$ cat src/rtl/fsm_branch_jump_ctrl.sv
// Control FSM for JAL/JALR/B-type sequencing with busy/done handshake and trap detection.
// Optional statistics counters are enabled by defining BRANCH_STATS_EN.
module fsm_branch_jump_ctrl #(
  parameter int IALIGN = 32,
  parameter int CNT_W  = 32
) (
  input  logic             i_clk,
  input  logic             i_reset,
  input  logic [31:0]      i_insn,
  input  logic [31:0]      i_code,
  input  logic             i_start,
  input  logic             i_lu,
  input  logic             i_ls,
  input  logic             i_eq,
  input  logic [1:0]       i_target_lo,
  output logic             o_sel_pc_next,
  output logic             o_sel_pc_increment,
  output logic             o_sel_pc_jump,
  output logic             o_load_pc,
  output logic             o_load_regfile,
  output logic             o_load_rs1,
  output logic             o_load_rs2,
  output logic             o_load_imm,
  output logic             o_load_pc_alu,
  output logic             o_load_flags,
  output logic             o_busy,
  output logic             o_done,
  output logic             o_trap_misaligned,
  output logic             o_trap_illegal,
`ifdef BRANCH_STATS_EN
  input  logic             i_stats_clr,
  output logic [CNT_W-1:0] o_jump_cnt,
  output logic [CNT_W-1:0] o_taken_cnt,
  output logic [CNT_W-1:0] o_not_taken_cnt,
`endif
  output logic [3:0]       o_state
);

  // Handshake: start is sampled only in IDLE; busy is high in every other state,
  // and done pulses for exactly one cycle before the return to IDLE.
  typedef enum logic [3:0] {
    S_IDLE   = 4'd0,
    S_DECODE = 4'd1,
    S_EXEC_J = 4'd2,
    S_EXEC_B = 4'd3,
    S_FLAGS  = 4'd4,
    S_WB_J   = 4'd5,
    S_WB_B   = 4'd6,
    S_TRAP   = 4'd7,
    S_DONE   = 4'd8
  } state_t;

  state_t     r_state;
  state_t     w_next_state;
  logic [2:0] w_funct3;
  logic       w_is_branch;
  logic       w_is_jalr;
  logic       w_misaligned;
  logic       w_taken;
  logic       w_inc_jump;
  logic       w_inc_taken;
  logic       w_inc_not_taken;
  logic       w_unused;

  assign w_funct3     = i_insn[14:12];
  assign w_is_branch  = i_code[24];
  assign w_is_jalr    = i_code[25];
  // Bit 0 of the target never matters: JALR clears it and branch offsets are even.
  assign w_misaligned = (IALIGN == 32) && i_target_lo[1];
  assign w_unused     = ^{i_insn[31:15], i_insn[11:0], i_code[31:26], i_code[23:0],
                          i_target_lo[0], w_inc_jump, w_inc_taken, w_inc_not_taken};
  assign o_state      = r_state;

  always_comb begin
    w_taken = 1'b0;
    case (w_funct3)
      3'b000:  w_taken = i_eq;
      3'b001:  w_taken = ~i_eq;
      3'b100:  w_taken = i_ls;
      3'b101:  w_taken = ~i_ls;
      3'b110:  w_taken = i_lu;
      3'b111:  w_taken = ~i_lu;
      default: w_taken = 1'b0;
    endcase
  end

  always_ff @(posedge i_clk) begin
    if (i_reset) r_state <= S_IDLE;
    else         r_state <= w_next_state;
  end

  always_comb begin
    w_next_state       = S_IDLE;
    o_sel_pc_next      = 1'b0;
    o_sel_pc_increment = 1'b0;
    o_sel_pc_jump      = 1'b0;
    o_load_pc          = 1'b0;
    o_load_regfile     = 1'b0;
    o_load_rs1         = 1'b0;
    o_load_rs2         = 1'b0;
    o_load_imm         = 1'b0;
    o_load_pc_alu      = 1'b0;
    o_load_flags       = 1'b0;
    o_busy             = 1'b0;
    o_done             = 1'b0;
    o_trap_misaligned  = 1'b0;
    o_trap_illegal     = 1'b0;
    w_inc_jump         = 1'b0;
    w_inc_taken        = 1'b0;
    w_inc_not_taken    = 1'b0;
    // Reset forces every output low even while the state register still holds a busy state.
    if (!i_reset) begin
      o_busy = (r_state != S_IDLE);
      case (r_state)
        S_IDLE:   w_next_state = i_start ? S_DECODE : S_IDLE;
        S_DECODE: begin
          o_load_rs1 = 1'b1;
          o_load_rs2 = 1'b1;
          o_load_imm = 1'b1;
          if (!w_is_branch)              w_next_state = S_EXEC_J;
          else if (w_funct3[2:1] == 2'b01) w_next_state = S_TRAP;
          else                           w_next_state = S_EXEC_B;
        end
        S_EXEC_J: begin
          o_load_pc_alu = 1'b1;
          w_next_state  = S_WB_J;
        end
        S_EXEC_B: begin
          o_load_flags = 1'b1;
          w_next_state = S_FLAGS;
        end
        S_FLAGS:  w_next_state = S_WB_B;
        S_WB_J: begin
          o_sel_pc_next = 1'b1;
          o_sel_pc_jump = ~w_is_jalr;
          if (w_misaligned) begin
            o_trap_misaligned = 1'b1;
          end else begin
            o_load_pc      = 1'b1;
            o_load_regfile = 1'b1;
            w_inc_jump     = 1'b1;
          end
          w_next_state = S_DONE;
        end
        S_WB_B: begin
          if (!w_taken) begin
            o_load_pc       = 1'b1;
            w_inc_not_taken = 1'b1;
          end else if (w_misaligned) begin
            o_trap_misaligned = 1'b1;
          end else begin
            o_load_pc          = 1'b1;
            o_sel_pc_increment = 1'b1;
            w_inc_taken        = 1'b1;
          end
          w_next_state = S_DONE;
        end
        S_TRAP: begin
          o_trap_illegal = 1'b1;
          w_next_state   = S_DONE;
        end
        S_DONE: begin
          o_done       = 1'b1;
          w_next_state = S_IDLE;
        end
        default:  w_next_state = S_IDLE;
      endcase
    end
  end

`ifdef BRANCH_STATS_EN
  logic [CNT_W-1:0] r_jump_cnt;
  logic [CNT_W-1:0] r_taken_cnt;
  logic [CNT_W-1:0] r_not_taken_cnt;

  always_ff @(posedge i_clk) begin
    if (i_reset || i_stats_clr) begin
      r_jump_cnt      <= '0;
      r_taken_cnt     <= '0;
      r_not_taken_cnt <= '0;
    end else begin
      if (w_inc_jump)      r_jump_cnt      <= r_jump_cnt + 1'b1;
      if (w_inc_taken)     r_taken_cnt     <= r_taken_cnt + 1'b1;
      if (w_inc_not_taken) r_not_taken_cnt <= r_not_taken_cnt + 1'b1;
    end
  end

  assign o_jump_cnt      = r_jump_cnt;
  assign o_taken_cnt     = r_taken_cnt;
  assign o_not_taken_cnt = r_not_taken_cnt;
`else
  localparam int unused_cnt_w = CNT_W;
`endif

endmodule

$ cat config.mk
export PLATFORM = sky130hd
export DESIGN_NAME = fsm_branch_jump_ctrl
export DESIGN_NICKNAME = d
export VERILOG_FILES = /design/src/rtl/fsm_branch_jump_ctrl.sv
export SDC_FILE = /design/constraint.sdc
export NUM_CORES = 1
export LEC_CHECK = 0
export CAP_MARGIN = 20
export CORE_UTILIZATION = 18
export DETAILED_ROUTE_END_ITERATION = 16
export PLACE_DENSITY = 0.94
export REMOVE_ABC_BUFFERS = 1
export SLEW_MARGIN = 40
export SYNTH_ARGS = -nofsm -noshare
export SYNTH_HDL_FRONTEND = slang
export SYNTH_SLANG_ARGS = --single-unit
$ cat constraint.sdc
create_clock -name i_clk -period 5.2 [get_ports i_clk]
set_input_delay 1.56 -clock i_clk [delete_from_list [all_inputs] [get_ports i_clk]]
set_output_delay 1.56 -clock i_clk [all_outputs]
set_load 0.005 [all_outputs]
==> impl_results.md <==
* Seq/Total Area, Yosys at between 20 and 25%
* Clock-pin transition on the worst setup and hold timing paths at 0.04 ns
* Post-Syn Instances at a little over 50
* Num Clock Sinks at 4
* Total track usage at 11.1%
* H-tree levels at 1
* Largest net degree at the start of global routing at 11
* CTS tree: yes
* Slew HR at a little under three quarters
* WP buf/inv at 2
* Pre-CTS setup slack at 0.214 ns
* WHS at 0.569 ns
* Commonest non-fill, non-tap cells in the layout: 29 x clkdlybuf4s50_1, 8 x nor2_1, 4 x nor3_1, 4 x dfxtp_1
* Die ar. at 2350 sq um
* Row Count at 16
* Crit path cell chain: clkdlybuf4s50_1, xnor2_1, or3_4, a2111oi_2, clkdlybuf4s50_1
* GP Congestion at 0.765
* Ys Warns at 0
* Crit Path Max Fanout at 3
* Leakage at 0.240 nW
* Die Y at approximately 48 um
* Max FFs per register at 4
* Synth Area per Inst at around 7.6 sq um
* Max Clk Rate at ~200 MHz
* Clock root buffer: clkbuf_4
* RSZ-0062 raised after global routing: false
* DR vias/cell at 4.59
* Synthesized area at 389 sq um
* CP max stage delay at approximately 0.55 ns
* Initial drt markers at 4
* Critical Path RT at 3.64 ns
* Final Max Slew Viols at 0
* Initial Util at 19.4%
* WS Path Type: input port to output pin
* Post-route ant nets at 0
* Hold buffer count at CTS at 0
* Post-synth cell types at 27
* FF-to-FF path depth at 3
* Total gr overflow at 0
* Die X at 48.5 um
* Worst Hold Depth at 1
* Drt wl/cell at 10.7 um
* Final hold violation count at 0
* Peak VDD IR at 0.0000989 V
* Post-synthesis register bit count at 4
* Vias in the first global route at 474
* Slowest cell on crit path: clkdlybuf4s50_1
* Diode count at 0
* I/O Buffers at 29
* Outcome: finished clean
* Count of final setup violators at 0
* Routed WL at 1130 um
* Layout cells sized above 1 at 8.86%
* Post-route DRC at 0
* DR pass1 iterations at 4
* Setup tns final at 0 ns
* Family with the most delay on the worst path: buffers and inverters
* Area delta synth->final at 82.6%
* Clk buf depth at 2
* Period utilization at 95.5%
* Vias at 487
* Util after Layout at 35.5%
* Most used cell, CP: clkdlybuf4s50_1
* I/O pins at 90
* Final net count at approximately 150
* TritonCTS Buffers at 3
* Dpl cells at 103
* Core area at approximately 2000 sq um
* Initial antenna violation count at 0
* WP depth at 5
* First-pass GRT wire length at 1990 um
* Final HPWL DP at ~900 um
* Post-route setup slack at 0.232 ns
* Commonest non-fill, non-tap cell in the layout: clkdlybuf4s50_1
* Max-cap violations at 0
* Non-Filler Instances at 106
* Post-route minimum period at 4.97 ns
* CP Launch Type: input port
* Post-CTS Setup Inserts at 0
* CP Capture Type: output pin
* Hold crit path type: register to register
* PD cells at about 300 nW/um^2
* Clk_lat worst skew at 0.24 ns
* Crit path DAT at 3.41 ns
* Worst Clk Skew at 0.00313 ns
* Actual slew at the worst max-slew pin at between 0.4 and 0.5 ns
* PostCTS Resize Cnt at 0
-- logic make-up (layout without fill, tap and decap cells) --
kind of cell,count (synthesis),after routing,synth area share [%]
and+or+nand+nor,29,29,41.5
AOI/OAI and AO/OA,9,9,21.5
buffers and inverters,5,33,7.39
xor gates and xnor gates,4,4,9.00
DFF,4,4,20.6
-- per-stage QoR --
step           instance area [sq um]  total power [mW]
2_1_floorplan                    364             0.113
3_3_place_gp                     688             0.171
3_5_place_dp                     688             0.178
4_1_cts                          711             0.218
5_1_grt                          711             0.234
6_report                         711             0.216
-- synth_stat cells --
| cell type | number | area (sq um) |
|---|---|---|
| nor2_1 | 8 | 30.0 |
| dfxtp_1 | 4 | 80.1 |
| nor3_1 | 4 | 20.0 |
| nand2_1 | 3 | 11.3 |
| nand2b_1 | 3 | 18.8 |
| nor2b_1 | 3 | 18.8 |
| xnor2_1 | 3 | 26.3 |
| buf_2 | 2 | 10.0 |
| buf_4 | 2 | 15.0 |
| o211ai_1 | 2 | 15.0 |
| a2111oi_1 | 1 | 10.0 |
| a2111oi_2 | 1 | 15.0 |
| a211oi_1 | 1 | 7.51 |
| a21bo_2 | 1 | 10.0 |
| a2bb2oi_1 | 1 | 8.76 |
| a31oi_1 | 1 | 6.26 |
| and2_1 | 1 | 6.26 |
| and4b_1 | 1 | 10.0 |
| inv_1 | 1 | 3.75 |
| nor3b_1 | 1 | 7.51 |
| nor4_1 | 1 | 6.26 |
| nor4b_1 | 1 | 8.76 |
| o311a_2 | 1 | 11.3 |
| or2_1 | 1 | 6.26 |
| or3_1 | 1 | 6.26 |
| or3_4 | 1 | 11.3 |
| xor2_1 | 1 | 8.76 |
-- layout make-up --
class / count / area, sq um
fillers: 214 / 1290
repair buffers: 29 / 290
multi-input cells: 42 / 280
flip-flops and latches: 4 / 80.1
well taps: 27 / 33.8
clock buffers: 3 / 22.5
inverters: 1 / 3.75
-- metal layers --
layer	share of wire, %	GRT usage (%)	vias to the layer above
met4	4.3	10.3	0
met1	43	12.2	213
met3	7.5	2.52	5
met5	0	0	-
li1	-	-	241
met2	45	17.6	28
-- power by group --
group | switching [mW] | internal (mW)
logic | 0.0462 | 0.0685
registers | 0.0212 | 0.0401
clock network | 0.0139 | 0.0259
total | 0.0813 | 0.135
-- final timing paths --
path,start,to,slack [ns]
setup / recovery,i_insn[12],o_sel_pc_increment,0.23
hold reg to reg,o_state[3]$_SDFF_PP0_,o_state[1]$_SDFF_PP0_,0.57
hold / removal,o_state[3]$_SDFF_PP0_,o_state[1]$_SDFF_PP0_,0.57
setup reg to reg,o_state[0]$_SDFF_PP0_,o_state[2]$_SDFF_PP0_,3.97
Note: power is estimated with default switching activity, not from simulation.
==> edit, RTL diff (config.mk and constraints unchanged) <==
Add an input register stage for `i_code`; this delays it by one clock. The other inputs are not delayed to match.
--- a/src/rtl/fsm_branch_jump_ctrl.sv
+++ b/src/rtl/fsm_branch_jump_ctrl.sv
@@ -51,4 +51,10 @@
   } state_t;
 
+  logic [31:0] i_code_q;
+
+  always_ff @(posedge i_clk) begin
+    i_code_q <= i_code;
+  end
+
   state_t     r_state;
   state_t     w_next_state;
@@ -64,9 +70,9 @@
 
   assign w_funct3     = i_insn[14:12];
-  assign w_is_branch  = i_code[24];
-  assign w_is_jalr    = i_code[25];
+  assign w_is_branch  = i_code_q[24];
+  assign w_is_jalr    = i_code_q[25];
   // Bit 0 of the target never matters: JALR clears it and branch offsets are even.
   assign w_misaligned = (IALIGN == 32) && i_target_lo[1];
-  assign w_unused     = ^{i_insn[31:15], i_insn[11:0], i_code[31:26], i_code[23:0],
+  assign w_unused     = ^{i_insn[31:15], i_insn[11:0], i_code_q[31:26], i_code_q[23:0],
                           i_target_lo[0], w_inc_jump, w_inc_taken, w_inc_not_taken};
   assign o_state      = r_state;
Behaviour: not the same (Yosys sat finds a counterexample within 4 cycles, from zero or initial values and one cycle with i_reset high).
==> edit against the unedited design <==
- cell count fell by 1.9%
- largest power group unchanged
- clock power rose by 8.8%
- sequential cell count rose by 2
- largest cell class unchanged
- power rose by 7.9%
- cell area rose by 1.4%
- highest routed layer unchanged
- area after synthesis rose by 2.3%
- routed wire length rose by 9.7%
- non-clock buffer count did not move
- setup slack got worse by 0.11 ns
==> edit: results (changes against the unedited design) <==
| Metric | Value |
|---|---|
| First-pass GRT wire length | `2.08 mm (+4.8%)` |
| Leakage dissipation | `0.256 nW (+7.0%)` |
| Worst Hold End | `o_state[0]` |
| Worst slack, placed | `0.0682 ns (-0.146 ns)` |
| Least-Margin Pin Slew | `0.373 ns (-0.0593 ns)` |
| Largest net degree at the start of global routing | `10 (-1)` |
| Post-DP Area | `696 µm² (+1.1%)` |
| R2R depth | `2 (-1)` |
| Filler cells | `212 (-0.93%)` |
| Area occupied by registers | `120 µm² (+50%)` |
| Critical Path AT | `3.52 ns (+0.11 ns)` |
| Post-synthesis compound-gate area fraction | `0.182 (-0.0330)` |
| All-Layer GR Usage | `0.116 (+0.00500)` |
| Mean Syn Cell Area | `8.29 µm² (+8.6%)` |
| Final Wtd Congestion | `0.781 (+2.2%)` |
| Hold path startpoint | `i_code_q[24]` |
| Final WL | `1.24 mm (+9.7%)` |
| Vias in the first global route | `471 (-0.63%)` |
| Status | `completed` |
| Final layout net count | `151 (-1.3%)` |
| Peak supply drop | `0.214 mV (+120%)` |
| Synth top area cells | `dfxtp_1 30%, nor2_1 7.5%, xor2_1 6.6%, nor3_1 5.0%, nand2b_1 4.7%` |
| Worst hold slack | `0.487 ns (-0.0825 ns)` |
| Register area share after synthesis | `0.302 (+0.0961)` |
| Share of cells above drive strength 1 | `0.0909 (+0.00230)` |
[edit: changes by cell type after synthesis, sizes merged, moves of 2 or more]
cell	before	now
nand2	3	1
dfxtp	4	6
nor2b	3	1
xor2	1	3
xnor2	3	1
o211ai	2	0
[edit: worst max-delay path by stage]
stage                     slack (ns)    start                  to  cells after the start
after floorplan                 1.23  i_reset   o_trap_misaligned                      3
after global placement          0.08  i_reset  o_sel_pc_increment                      4
after detailed placement        0.07  i_reset   o_trap_misaligned                      5
after CTS                       0.05  i_reset   o_trap_misaligned                      5
after global routing            0.04  i_reset   o_trap_misaligned                      5
final                           0.12  i_reset   o_trap_misaligned                      5
[edit: power groups by stage]
stage / Clock [W] / Sequential (W) / Combinational (W)
after floorplan: 0 / 0.0000716 / 0.0000510
after global placement: 0 / 0.0000733 / 0.000110
after detailed placement: 0 / 0.0000741 / 0.000115
after CTS: 0.0000446 / 0.0000733 / 0.000116
after global routing: 0.0000471 / 0.0000767 / 0.000129
final: 0.0000432 / 0.0000736 / 0.000116
[edit: layer usage]
layer	wire length, µm	global-route usage
met3	98	0.0436
met4	7	0.0441
met2	641	0.204
met1	491	0.125
met5	0	0
[edit: area by class of cell]
| class | instances | share of cell area |
|---|---|---|
| tap | 27 | 0.0469 |
| inverter | 1 | 0.00521 |
| clock buffer | 3 | 0.0313 |
| timing repair buffer | 29 | 0.403 |
| multi-input combinational | 38 | 0.347 |
| sequential | 6 | 0.167 |
[edit: kinds of logic after synthesis]
kind of cell,after synthesis
AOI/OAI and AO/OA,9
and+or+nand+nor,25
xor gates and xnor gates,4
buffers and inverters,4
DFF,6
[edit: critical path: cells and delay by family]
family | cells | cell delay, ns
and+or+nand+nor | 1 | 0.48
buffers and inverters | 2 | 1.05
AOI/OAI and AO/OA | 2 | 0.43
